**src/rtl/sd_req_arbiter_if.sv**
```systemverilog
// sd_req_arbiter_if
// Bundles the requester-side and host-side sector channel signals that
// the arbiter sits between.
//   master modport : the arbiter (drives host_* requests, steers ack/strobes)
//   slave modport  : the environment (per-drive controllers + host bridge)
// Requester i occupies bit i of the N_REQ-wide vectors, bits
// [i*LBA_W +: LBA_W] of req_lba and bits [i*8 +: 8] of req_buff_din.
interface sd_req_arbiter_if #(
    parameter int N_REQ = 3,
    parameter int LBA_W = 32
);
    logic [N_REQ-1:0]       req_rd;
    logic [N_REQ-1:0]       req_wr;
    logic [N_REQ*LBA_W-1:0] req_lba;
    logic [N_REQ*8-1:0]     req_buff_din;
    logic [N_REQ-1:0]       req_ack;
    logic [N_REQ-1:0]       req_buff_wr;
    logic                   host_rd;
    logic                   host_wr;
    logic [LBA_W-1:0]       host_lba;
    logic                   host_ack;
    logic                   host_buff_wr;
    logic [7:0]             host_buff_din;

    modport master (
        input  req_rd, req_wr, req_lba, req_buff_din, host_ack, host_buff_wr,
        output req_ack, req_buff_wr, host_rd, host_wr, host_lba, host_buff_din
    );

    modport slave (
        output req_rd, req_wr, req_lba, req_buff_din, host_ack, host_buff_wr,
        input  req_ack, req_buff_wr, host_rd, host_wr, host_lba, host_buff_din
    );
endinterface

```
**src/rtl/sd_req_arbiter.sv**
```systemverilog
// sd_req_arbiter
// Shares the single host sector channel between N_REQ block-device
// requesters (0 = floppy 1, 1 = HDD, 2 = floppy 2). Requests are granted
// round-robin, one sector transaction at a time; the LBA is latched at
// grant and the host ack / buffer strobes are steered to the winner only.
// A watchdog abandons a request the host never acknowledges.
// Ports:
//   clk         : clk_pixel_14_318 domain clock
//   reset       : synchronous, active-high
//   bus         : sd_req_arbiter_if.master (requester + host channel)
//   busy        : high whenever a transaction is in progress (state != IDLE)
//   grant_id    : index of the current or most recent grant
//   timeout_err : one-cycle pulse when the watchdog abandons a request
module sd_req_arbiter #(
    parameter int          N_REQ   = 3,
    parameter int          LBA_W   = 32,
    parameter logic [23:0] TIMEOUT = 24'd14318180,
    localparam int         ID_W    = $clog2(N_REQ)
) (
    input  logic                clk,
    input  logic                reset,
    sd_req_arbiter_if.master    bus,
    output logic                busy,
    output logic [ID_W-1:0]     grant_id,
    output logic                timeout_err
);

    typedef enum logic [1:0] {
        IDLE = 2'd0,
        REQ  = 2'd1,
        XFER = 2'd2
    } state_t;

    state_t            state;
    state_t            state_next;

    logic [N_REQ-1:0]  pending;
    logic              pick_found;
    logic [ID_W-1:0]   pick_id;
    logic [ID_W-1:0]   cand;
    logic [LBA_W-1:0]  pick_lba;
    logic              grant_now;
    logic              wd_fire;

    logic [23:0]       wd_cnt;
    logic              host_rd_q;
    logic              host_wr_q;
    logic [LBA_W-1:0]  host_lba_q;

    // State register
    always_ff @(posedge clk) begin
        if (reset)
            state <= IDLE;
        else
            state <= state_next;
    end

    // Round-robin pick: search starts one past the last grant and wraps,
    // so a requester that just finished (or timed out) goes to the back.
    always_comb begin
        pending    = bus.req_rd | bus.req_wr;
        pick_found = 1'b0;
        pick_id    = grant_id;
        cand       = '0;
        for (int k = 1; k <= N_REQ; k++) begin
            cand = ID_W'((int'(grant_id) + k) % N_REQ);
            if (!pick_found && pending[cand]) begin
                pick_found = 1'b1;
                pick_id    = cand;
            end
        end
        pick_lba = '0;
        for (int i = 0; i < N_REQ; i++) begin
            if (pick_id == ID_W'(i))
                pick_lba = bus.req_lba[i*LBA_W +: LBA_W];
        end
        // A host_ack still high from before (reset or timeout) blocks new grants
        grant_now = (state == IDLE) && pick_found && !bus.host_ack;
        wd_fire   = (state == REQ) && !bus.host_ack && (TIMEOUT != 24'd0) &&
                    (wd_cnt == TIMEOUT - 24'd1);
    end

    // Next-state logic
    always_comb begin
        state_next = state;
        case (state)
            IDLE:    if (grant_now) state_next = REQ;
            REQ:     begin
                         if (bus.host_ack)  state_next = XFER;
                         else if (wd_fire)  state_next = IDLE;
                     end
            XFER:    if (!bus.host_ack) state_next = IDLE;
            default: state_next = IDLE;
        endcase
    end

    // Grant latch, host request and watchdog. grant_id is deliberately kept
    // on timeout so the next search skips past the failed requester.
    always_ff @(posedge clk) begin
        if (reset) begin
            grant_id    <= ID_W'(N_REQ - 1);
            host_lba_q  <= '0;
            host_rd_q   <= 1'b0;
            host_wr_q   <= 1'b0;
            wd_cnt      <= '0;
            timeout_err <= 1'b0;
        end else begin
            timeout_err <= wd_fire;
            if (grant_now) begin
                grant_id   <= pick_id;
                host_lba_q <= pick_lba;
                // Read wins a rd/wr conflict; the write must be re-requested
                host_rd_q  <= bus.req_rd[pick_id];
                host_wr_q  <= bus.req_wr[pick_id] & ~bus.req_rd[pick_id];
                wd_cnt     <= '0;
            end else if (state == REQ) begin
                if (bus.host_ack || wd_fire) begin
                    host_rd_q <= 1'b0;
                    host_wr_q <= 1'b0;
                end
                if (!bus.host_ack && wd_cnt != 24'hFFFFFF)
                    wd_cnt <= wd_cnt + 24'd1;
            end
        end
    end

    // Output steering: ack, buffer strobe and write data follow the
    // granted requester with zero latency, and are forced to 0 in IDLE.
    always_comb begin
        busy              = (state != IDLE);
        bus.host_rd       = host_rd_q;
        bus.host_wr       = host_wr_q;
        bus.host_lba      = host_lba_q;
        bus.req_ack       = '0;
        bus.req_buff_wr   = '0;
        bus.host_buff_din = '0;
        if (state != IDLE) begin
            for (int i = 0; i < N_REQ; i++) begin
                if (grant_id == ID_W'(i)) begin
                    bus.req_ack[i]    = bus.host_ack;
                    bus.req_buff_wr[i] = bus.host_buff_wr;
                    bus.host_buff_din = bus.req_buff_din[i*8 +: 8];
                end
            end
        end
    end

endmodule

```
**src/flat_wrapper.sv**
```systemverilog
// flat-port wrapper written by rule: the top's interface ports become plain ports
module sd_req_arbiter_flat 
#(
    parameter int          N_REQ   = 3,
    parameter int          LBA_W   = 32,
    parameter logic [23:0] TIMEOUT = 24'd14318180,
    localparam int         ID_W    = $clog2(N_REQ)
)
  (clk, reset, busy, grant_id, timeout_err, bus_req_rd, bus_req_wr, bus_req_lba, bus_req_buff_din, bus_host_ack, bus_host_buff_wr, bus_req_ack, bus_req_buff_wr, bus_host_rd, bus_host_wr, bus_host_lba, bus_host_buff_din);
  sd_req_arbiter_if #(.N_REQ(N_REQ), .LBA_W(LBA_W)) bus_i ();
  input  logic clk;
  input  logic reset;
  output logic busy;
  output logic [ID_W-1:0] grant_id;
  output logic timeout_err;
  input wire logic [$bits(bus_i.req_rd)-1:0] bus_req_rd;
  input wire logic [$bits(bus_i.req_wr)-1:0] bus_req_wr;
  input wire logic [$bits(bus_i.req_lba)-1:0] bus_req_lba;
  input wire logic [$bits(bus_i.req_buff_din)-1:0] bus_req_buff_din;
  input wire logic [$bits(bus_i.host_ack)-1:0] bus_host_ack;
  input wire logic [$bits(bus_i.host_buff_wr)-1:0] bus_host_buff_wr;
  output wire logic [$bits(bus_i.req_ack)-1:0] bus_req_ack;
  output wire logic [$bits(bus_i.req_buff_wr)-1:0] bus_req_buff_wr;
  output wire logic [$bits(bus_i.host_rd)-1:0] bus_host_rd;
  output wire logic [$bits(bus_i.host_wr)-1:0] bus_host_wr;
  output wire logic [$bits(bus_i.host_lba)-1:0] bus_host_lba;
  output wire logic [$bits(bus_i.host_buff_din)-1:0] bus_host_buff_din;
  assign bus_i.req_rd = bus_req_rd;
  assign bus_i.req_wr = bus_req_wr;
  assign bus_i.req_lba = bus_req_lba;
  assign bus_i.req_buff_din = bus_req_buff_din;
  assign bus_i.host_ack = bus_host_ack;
  assign bus_i.host_buff_wr = bus_host_buff_wr;
  assign bus_req_ack = bus_i.req_ack;
  assign bus_req_buff_wr = bus_i.req_buff_wr;
  assign bus_host_rd = bus_i.host_rd;
  assign bus_host_wr = bus_i.host_wr;
  assign bus_host_lba = bus_i.host_lba;
  assign bus_host_buff_din = bus_i.host_buff_din;
  sd_req_arbiter #(.N_REQ(N_REQ), .LBA_W(LBA_W), .TIMEOUT(TIMEOUT)) u_core (.clk(clk), .reset(reset), .bus(bus_i), .busy(busy), .grant_id(grant_id), .timeout_err(timeout_err));
endmodule
```
**config.mk**
```make
export PLATFORM = sky130hd
export DESIGN_NAME = sd_req_arbiter_flat
export DESIGN_NICKNAME = d
export VERILOG_FILES = /design/src/rtl/sd_req_arbiter_if.sv /design/src/rtl/sd_req_arbiter.sv /design/src/flat_wrapper.sv
export SDC_FILE = /design/constraint.sdc
export NUM_CORES = 1
export LEC_CHECK = 0
export ABC_AREA = 1
export BUFFER_PORTS_ARGS = -buffer_cell sky130_fd_sc_hd__buf_2
export CORE_MARGIN = 5
export CORE_UTILIZATION = 51
export CTS_CLUSTER_DIAMETER = 150
export DETAILED_ROUTE_END_ITERATION = 6
export GPL_TIMING_DRIVEN = 0
export HOLD_SLACK_MARGIN = 0.02
export PLACE_DENSITY = 0.86
export SLEW_MARGIN = 20
export SYNTH_ARGS = -nofsm -noshare
export SYNTH_HDL_FRONTEND = slang
export SYNTH_SLANG_ARGS = --single-unit
export TNS_END_PERCENT = 5
```
**constraint.sdc**
```tcl
create_clock -name clk -period 3.2 [get_ports clk]
set_input_delay 0.16 -clock clk [delete_from_list [all_inputs] [get_ports clk]]
set_output_delay 0.16 -clock clk [all_outputs]
set_load 0.05 [all_outputs]
```
==> results of run 1 <==
==> sequential cells by signal, summed over array words and instances, names as in the netlist <==
signal,cells
u_core.wd_cnt,24
u_core.timeout_err,1
u_core.state,2
u_core.bus.host_rd,1
u_core.bus.host_lba,32
u_core.grant_id,2
u_core.bus.host_wr,1
==> tightest hold or removal path, cell delays in order <==
cell and delay (ns):
buf_2 0.08, o211ai_1 0.08, nand2_1 0.05
==> per-layer routing <==
| metal | wire, um | track usage |
|---|---|---|
| met1 | 5164 | 0.3181 |
| met2 | 6611 | 0.4561 |
| met3 | 848 | 0.04459 |
| met4 | 301 | 0.1008 |
| met5 | 0 | 0 |
==> per-stage QoR <==
step / total power [uW] / area, um2 / utilization / setup WS [ns] / std cells
after floorplan: 2416 / 4008 / - / 0.5877 / 623
after global placement: 2844 / 5036 / 0.6551 / 0.7473 / 905
after detailed placement: 2896 / 5036 / 0.6551 / 0.6549 / 905
after CTS: 3524 / 5211 / 0.6779 / 0.6239 / 921
after global routing: 3743 / 5211 / 0.6779 / 0.2869 / 921
final: 3525 / 5211 / 0.6779 / 0.5655 / 921
==> cell type report <==
class,count,area [um2]
flip-flops and latches,63,1261
fillers,689,2476
repair buffers,180,900.9
multi-input cells,486,2407
inverters,51,193.9
well taps,102,127.6
clock inverters,5,33.78
plain buffers,23,145.1
clock buffers,11,141.4
==> where the power goes <==
| group | total (uW) | switching, uW | internal [uW] |
|---|---|---|---|
| registers | 977 | 71.5 | 906 |
| logic | 1920 | 1360 | 556 |
| clock network | 627 | 326 | 301 |
| total | 3520 | 1760 | 1760 |
==> layout by cell type, fill, tap and decap left out, types with 2 or more instances in the layout <==
cell type   netlist  final
nand4_1          10     10
ha_1              6      6
xnor2_1           4      4
inv_2             6      6
nand2_4           4      4
or2_0            25     25
clkbuf_1          5      6
nand3_1          44     44
nor2_1           30     30
o21ai_0          49     49
clkinv_2          0      2
nor3_1           16     16
a21oi_1          42     42
buf_2             7    187
o21ai_1           2      2
nor2_2            3      3
nor4_1            5      5
o211ai_1          5      5
buf_6             4      4
inv_1            43     43
dfxtp_1          63     63
buf_4             5      5
nand2_2           3      3
nor2_4            4      4
clkinvlp_4        0      2
nand3_2           5      5
clkbuf_8          0     10
nand2_1         207    207
xor2_1           10     10
==> path summary, 6_finish.rpt <==
check / endpoint / slack, ns / cells after the start
max: u_core.bus.host_lba[5] / 0.57 / 16
min: u_core.bus.host_lba[23] / 0.04 / 3
max reg2reg: u_core.bus.host_lba[5] / 0.57 / 16
min reg2reg: u_core.bus.host_lba[9] / 0.45 / 2
==> kinds of logic after synthesis <==
logic type | after synthesis | share of synthesized area
compound gates | 104 | 0.1361
buf+inv | 74 | 0.08460
simple gates | 362 | 0.4152
flops | 63 | 0.3147
fa+ha+maj | 6 | 0.01873
xor+xnor | 14 | 0.03059
==> summary.md, run 1 <==
| Metric | Value |
|---|---|
| Synth cell count leaders | 207 x nand2_1, 63 x dfxtp_1, 49 x o21ai_0, 44 x nand3_1, 43 x inv_1 |
| Htree depth | 3 |
| Initial DRT Pass Iterations | 5 |
| Most frequent CP cell | nand2_1 |
| Syn avg cell area | approximately 6.4 um2 |
| Crit-path leading delay family | simple AND/OR/NAND/NOR gates |
| Crit. End Element | register |
| DR WL/cell | between 10 and 15 um |
| P_leak | 0.002594 uW |
| Pwr Density | a little under 700 mW/mm2 |
| Mapped cell area | between 0.004 and 0.005 mm2 |
| Hold bufs inserted after CTS | 0 |
| Max capacitance violation total | 0 |
| Pin count of the biggest net entering global routing | 12 |
| WP buf/inv | 4 |
| RSZ-0062 raised after global routing | false |
| Final ANT Viol Nets | 0 |
| Antenna violations before repair | 0 |
| Crit path time final | 2.635 ns |
| Die area | approximately 0.01 mm2 |
| Min-delay src | bus_req_lba[87] |
| R2r startpoint | u_core.grant_id[0] |
| Fin crit share | 0.8233 |
| Avg Vias per Cell | 5.264 |
| Maximum vdd drop | 0.4520 mV |
| Via count | 4848 |
| Port buffer count | between 150 and 200 |
| Critical path arrival | slightly below 3 ns |
| Total gr overflow | 0 |
| Max incr delay on CP | 0.44 ns |
| Vias in the first global route | 4715 |
| Ranking of synthesized cells by area | dfxtp_1 31%, nand2_1 19%, o21ai_0 6.1% |
| Layout area overhead | 30.03% |
| Yosys cell types | 42 |
| Hold Fails Final Rpt | 0 |
| WL final | 12930 um |
| Crit Path Category | reg2reg |
| Clock transition at the registers of the reported paths | around 0.08 ns |
| Total CTS buffers | 9 |
| # nets final | 950 |
| Clock skew | 0.01538 ns |
| CTS tree | yes |
| Post-synth EDFFs | 0 |
| #FFs+latches synth | 63 |
| Clk root buf | clkbuf_8 |
| Slowest-stage cell, CP | dfxtp_1 |
| Sequential area share after synthesis | 0.3147 |
| Fin. max-slew vios | 0 |
| Setup total negative slack | 0 ns |
| Die span in x | roughly 100 um |
| Die height | about 100 um |
| Detailed Place HPWL | roughly 10000 um |
| Worst-margin pin slew | 0.5651 ns |
| Synth async-reset ratio | 0 |
| Normalized max-slew margin | 0.6219 |
| Hold_ws | between 0.04 and 0.05 ns |
| F_max | roughly 380 MHz |
| Placer Congestion | approximately 1.0 |
| Starting Density | 0.5213 |
| Count of final setup violators | 0 |
| Post-CTS Setup Bufs | 0 |
| Area leader, netlist | dfxtp_1 |
| Residual DRC count | 0 |
| CTS resizes | 0 |
| Fraction of layout cells with a size suffix above 1 | 0.2930 |
| Overall Global Routing Usage | 0.2605 |
| DR iter-0 viols | about 350 |
| Critical Path Start Type | register |
| Run status | finished, final reports clean |
| # IOs | approximately 180 |
| Ys Warns | 0 |
| Yosys top cell area share | 0.3147 |
| Clock sink count | 63 |
| Core footprint | 0.007687 mm2 |
| Clock buffer depth | 2 |
| Setup crit start | u_core.grant_id[0] |
| Latest clock arrival within the worst-skew pair | 0.35 ns |
| CP max FO | 10 |
| Most frequent cell after synthesis | nand2_1 |
| WP data required | 3.49 ns |
| Syn nets | roughly 760 |
| Critical-path cell list | inv_1, ha_1, inv_2, nand2_1, nand3_2, nand2_2, nor2_4, nand2_1, nand3_2, nand2_4, inv_4, clkbuf_1, o21ai_0, nand2_1, nand3_1, nand2_1 |
| Post-Syn Instances | 623 |
| Antenna cells | 0 |
| Synth Flop Type | dfxtp_1 |
| Worst hold-check path type | in2reg |
| Number of core rows | 32 |
| First-pass GRT wire length | 21160 um |
Power figures use the tool's default switching activity.
==> run 2: changes to the inputs <==
CORE_UTILIZATION = 48   (was 51)
PLACE_DENSITY = 0.82   (was 0.86)
clock period = 2.6 ns   (was 3.2 ns; I/O delays follow)
==> summary.md, run 2 (synthesis gave the netlist of run 1 again) <==
| Metric | Value |
|---|---|
| Critical Path Start Type | register |
| Count of final setup violators | 0 |
| Total design power | 4660 uW |
| Avg Vias per Cell | 5.204 |
| Overall Global Routing Usage | 0.2518 |
| Hold Fails Final Rpt | 0 |
| Critical-path cell list | inv_1, ha_4, inv_2, nand2_1, nand3_2, nand2_2, nor2_4, nand3_1, nand2_4, buf_6, nand2_4, or2_0, o211ai_1, nand2_1 |
| Total gr overflow | 0 |
| Crit-path leading delay family | simple AND/OR/NAND/NOR gates |
| Clock sink count | 63 |
| Maximum vdd drop | roughly 0.64 mV |
| Fin. max-slew vios | 0 |
| Sequential Area | 0.001264 mm2 |
| Initial DRT Pass Iterations | 5 |
| Layout area overhead | 33.28% |
| Die height | 101.4 um |
| Filler cells | 756 |
| Vias in the first global route | 4887 |
| Fraction of layout cells with a size suffix above 1 | 0.3029 |
| Multi-input combinational cell area | about 0.0024 mm2 |
| Most common cell after layout, fill and taps aside | nand2_1 |
| Max incr delay on CP | 0.39 ns |
| Detailed Place HPWL | 10270 um |
| Placer Congestion | 1.016 |
| Clock buffer depth | 2 |
| Via count | between 4000 and 5000 |
| Pwr Density | about 870 mW/mm2 |
| Latest clock arrival within the worst-skew pair | ~0.35 ns |
| Crit Path Category | reg2reg |
| Port buffer count | 180 |
| Die area | a little over 0.01 mm2 |
| Htree depth | 3 |
| Antenna violations before repair | 0 |
| Clk root buf | clkbuf_8 |
| Final ANT Viol Nets | 0 |
| Starting Density | 0.4902 |
| Pin count of the biggest net entering global routing | 13 |
| Number of core rows | 33 |
| DR iter-0 viols | roughly 340 |
| Placed cells | 908 |
| Slowest-stage cell, CP | dfxtp_2 |
| # IOs | 182 |
| Non-filler instance count after layout | 927 |
| Crit path time final | ~2.4 ns |
| Max reg flops | 32 |
| Crit. End Element | register |
| Total CTS buffers | 9 |
| Setup total negative slack | 0 ns |
| P_leak | 0.002658 uW |
| Die span in x | 101.4 um |
| Clock skew | 0.01415 ns |
| F_max | slightly above 400 MHz |
| Worst hold-check path type | in2reg |
| # nets final | between 900 and 1000 |
| Normalized max-slew margin | 0.6392 |
| Fin crit share | 0.9347 |
| WP data required | 2.83 ns |
| Run status | finished, final reports clean |
| CP max FO | 10 |
| WL final | 12850 um |
| Clock transition at the registers of the reported paths | 0.08 ns |
| Most frequent cells in the layout | 207 x nand2_1, 186 x buf_2, 61 x dfxtp_1 |
| DR WL/cell | 13.86 um |
| Worst-margin pin slew | 0.5370 ns |
| Residual DRC count | 0 |
| First-pass GRT wire length | 21330 um |
| Hold_ws | ~0.033 ns |
| WP buf/inv | 3 |
| Antenna cells | 0 |
| Core footprint | 0.008175 mm2 |
| Max capacitance violation total | 0 |
| RSZ-0062 raised after global routing | false |
| CTS tree | yes |
| Critical path arrival | 2.66 ns |
| Final Util | 0.6534 |
[run 2: cell count changes in the layout (fill, tap and decap cells not counted), sizes merged]
cell,change
buf,+1
bufinv,+3
clkinv,-1
clkinvlp,-2
dlygate4sd3,+1
inv,+1
[run 2: area by class of cell]
type / instances / area share
plain buffers: 23 / 0.02811
clock buffers: 10 / 0.02577
clock inverters: 6 / 0.02179
inverters: 51 / 0.03631
multi-input cells: 486 / 0.4535
flip-flops and latches: 63 / 0.2366
well taps: 105 / 0.02460
repair buffers: 183 / 0.1733
[run 2: metal layers]
metal | share of wire | vias to the layer above | track usage
met5 | 0 | - | 0
met4 | 0.031 | 0 | 0.1012
met3 | 0.069 | 48 | 0.05854
met2 | 0.50 | 210 | 0.4472
met1 | 0.40 | 2148 | 0.2903
li1 | - | 2418 | -
[run 2: what timing repair did]
item,in CTS,in global routing
gates resized for setup,0,9
setup buffers,0,2
setup endpoints to repair,0,40
hold endpoints to repair,1,0
hold buffers,1,0
[run 2: power by group]
| group | internal, uW | switching [uW] | total, uW | leakage, uW |
|---|---|---|---|---|
| registers | 1120 | 89.6 | 1210 | 0.000514 |
| clock network | 669 | 399 | 1070 | 0.000127 |
| logic | 706 | 1680 | 2390 | 0.00202 |
| total | 2490 | 2170 | 4660 | 0.00266 |
[run 2: per-stage QoR]
step / cell area [um2] / setup WS (ns)
CTS: 5305 / 0.05416
floorplan: 4009 / 0.01425
global placement: 5041 / 0.1956
global route: 5341 / 0.01162
detailed placement: 5041 / 0.08525
finish: 5341 / 0.1698
[run 2: worst paths after layout]
kind	start	end	slack [ns]	depth (start not counted)
worst max-delay path	u_core.grant_id[0]	u_core.bus.host_lba[27]	0.17	14
worst min-delay path	bus_req_lba[84]	u_core.bus.host_lba[20]	0.03	3
worst max register to register	u_core.grant_id[0]	u_core.bus.host_lba[27]	0.17	14
worst min register to register	u_core.bus.host_lba[8]	u_core.bus.host_lba[8]	0.45	2
[run 2: worst reg2reg max path: stages (launching register included)]
cell,delay (ns)
dfxtp_2,0.39
inv_1,0.14
ha_4,0.29
inv_2,0.10
nand2_1,0.10
nand3_2,0.12
nand2_2,0.07
nor2_4,0.15
nand3_1,0.17
nand2_4,0.16
buf_6,0.16
nand2_4,0.09
or2_0,0.21
o211ai_1,0.10
nand2_1,0.07
==> run 3: changes to the inputs <==
BUFFER_PORTS_ARGS = unset   (was -buffer_cell sky130_fd_sc_hd__buf_2)
CORE_MARGIN = 2   (was 5)
CORE_UTILIZATION = 45   (was 48)
DONT_BUFFER_PORTS = 1   (was unset)
PLACE_DENSITY = unset   (was 0.82)
==> summary.md, run 3 (synthesis gave the netlist of run 1 again) <==
| Metric | Value |
|---|---|
| Total CTS buffers | 9 |
| Antenna cells | 0 |
| Starting Density | 0.4618 |
| Pin count of the biggest net entering global routing | 13 |
| Fin. max-slew vios | 0 |
| Fin worst setup slack | between 0.1 and 0.15 ns |
| Overall Global Routing Usage | 0.2556 |
| Fin crit share | 0.9607 |
| Non-filler instance count after layout | 796 |
| # IOs | 182 |
| Htree depth | 3 |
| Layout area overhead | 25.79% |
| Die area | ~0.0097 mm2 |
| P_leak | 0.002084 uW |
| Total design power | 4470 uW |
| DR iter-0 viols | 141 |
| F_max | 400.4 MHz |
| Clock transition at the registers of the reported paths | 0.07 ns |
| Slowest-stage cell, CP | nor3_2 |
| Clock sink count | 63 |
| CP max FO | 10 |
| Placer Congestion | 0.8669 |
| Max incr delay on CP | 0.75 ns |
| Run status | finished, final reports clean |
| Via count | around 4300 |
| Placed cells | 731 |
| Crit path time final | approximately 2.5 ns |
| Comb power frac | 0.399 |
| Most frequent cells in the layout | 207 x nand2_1, 61 x dfxtp_1, 47 x o21ai_0, 47 x dlygate4sd3_1, 42 x nand3_1 |
| Hold Fails Final Rpt | 0 |
| Pwr Density | 886.6 mW/mm2 |
| Final Util | 0.5809 |
| Clock buffer depth | 2 |
| WL final | 12320 um |
| Number of core rows | 34 |
| Critical Path Start Type | register |
| Normalized max-slew margin | 0.4261 |
| Placed Area | 0.004174 mm2 |
| Max reg flops | 32 |
| Maximum vdd drop | roughly 0.51 mV |
| Crit. End Element | primary output |
| Critical-path cell list | inv_2, ha_1, clkbuf_1, inv_1, nor3_2 |
| Crit Path Category | reg2out |
| Filler cells | between 800 and 900 |
| Critical path arrival | 2.37 ns |
| Vias in the first global route | 4244 |
| WP buf/inv | 3 |
| Count of final setup violators | 0 |
| Final instance area | 0.005041 mm2 |
| # nets final | 819 |
| Internal power | ~2300 uW |
| Clock skew | slightly above 0.008 ns |
| Initial DRT Pass Iterations | 5 |
| Max capacitance violation total | 0 |
| Psw | 2202 uW |
| Core footprint | 0.008678 mm2 |
| Worst hold-check path type | in2reg |
| Switching share of power | 0.4928 |
| Reg power frac | 0.387 |
| Total gr overflow | 0 |
| DR WL/cell | 15.48 um |
| WP data required | 2.47 ns |
| Clk pwr share | 0.214 |
| Die span in x | 98.37 um |
| Worst slack, placed | -0.4237 ns |
| Antenna violations before repair | 0 |
| CTS tree | yes |
| Residual DRC count | 0 |
| Most common cell after layout, fill and taps aside | nand2_1 |
| Crit-path leading delay family | simple AND/OR/NAND/NOR gates |
| Final ANT Viol Nets | 0 |
| First-pass GRT wire length | 20240 um |
| Die height | 98.37 um |
| Port buffer count | 0 |
| Clk root buf | clkbuf_8 |
| Fraction of layout cells with a size suffix above 1 | 0.1294 |
| Detailed Place HPWL | 8938 um |
| Avg Vias per Cell | roughly 5.4 |
| RSZ-0062 raised after global routing | true |
| Latest clock arrival within the worst-skew pair | 0.35 ns |
| Worst-margin pin slew | 0.8562 ns |
-- run 3: cell count changes in the layout (fill, tap and decap cells not counted), sizes merged --
cell         previous run  this run
bufinv                  3         2
clkinvlp                0         2
inv                    51        50
dlygate4sd3             1        47
buf                   198        17
clkinv                  3         4
-- run 3: per-layer routing --
metal | up-vias | global-route usage | wire length [um]
met2 | 200 | 0.4359 | 5956
li1 | 2152 | - | -
met5 | - | 0 | 0
met4 | 0 | 0.09378 | 283
met1 | 1942 | 0.3139 | 5166
met3 | 24 | 0.06013 | 918
-- run 3: cell type report --
| cell class | instances | area, um2 | area share |
|---|---|---|---|
| sequential | 63 | 1269 | 0.2517 |
| timing repair buffer | 49 | 498.0 | 0.09878 |
| clock inverter | 7 | 97.59 | 0.01936 |
| multi-input combinational | 486 | 2557 | 0.5073 |
| clock buffer | 9 | 123.9 | 0.02457 |
| tap | 108 | 135.1 | 0.02681 |
| inverter | 51 | 195.2 | 0.03872 |
| buffer | 23 | 165.2 | 0.03276 |
-- run 3: tightest hold or removal path: cells and delay by family --
kind | cells | cell delay, ns
and+or+nand+nor | 3 | 0.22
-- run 3: metrics by stage --
stage	TNS [ns]	hold slack, ns
2_1_floorplan	0	0.2078
3_3_place_gp	-14.04	0.2225
3_5_place_dp	-16.35	0.2209
4_1_cts	0	0.02000
5_1_grt	-0.1278	0.03808
6_report	0	0.02080
-- run 3: path summary, 6_finish.rpt --
| check | start | to | slack [ns] | depth (start not counted) |
|---|---|---|---|---|
| max | u_core.grant_id[0] | bus_req_buff_wr[2] | 0.10 | 5 |
| min | bus_req_lba[68] | u_core.bus.host_lba[4] | 0.02 | 3 |
| min reg2reg | u_core.state[1] | u_core.state[1] | 0.46 | 1 |
| max reg2reg | u_core.grant_id[1] | u_core.bus.host_lba[20] | 0.21 | 13 |
-- run 3: timing repair --
action	4_1_cts	5_1_grt
setup buffers	0	2
pin swaps	0	3
hold buffers	47	0
endpoints found under the hold margin	31	0
resized for setup	21	16
endpoints found under the setup margin	65	58
-- run 3: power groups by stage --
| stage | sequential (uW) | clock [uW] | combinational, uW |
|---|---|---|---|
| after global placement | 1750 | 0 | 1530 |
| final | 1730 | 955 | 1780 |
| after floorplan | 1710 | 0 | 1270 |
| after global routing | 1750 | 1010 | 2010 |
| after CTS | 1730 | 972 | 1700 |
| after detailed placement | 1750 | 0 | 1590 |
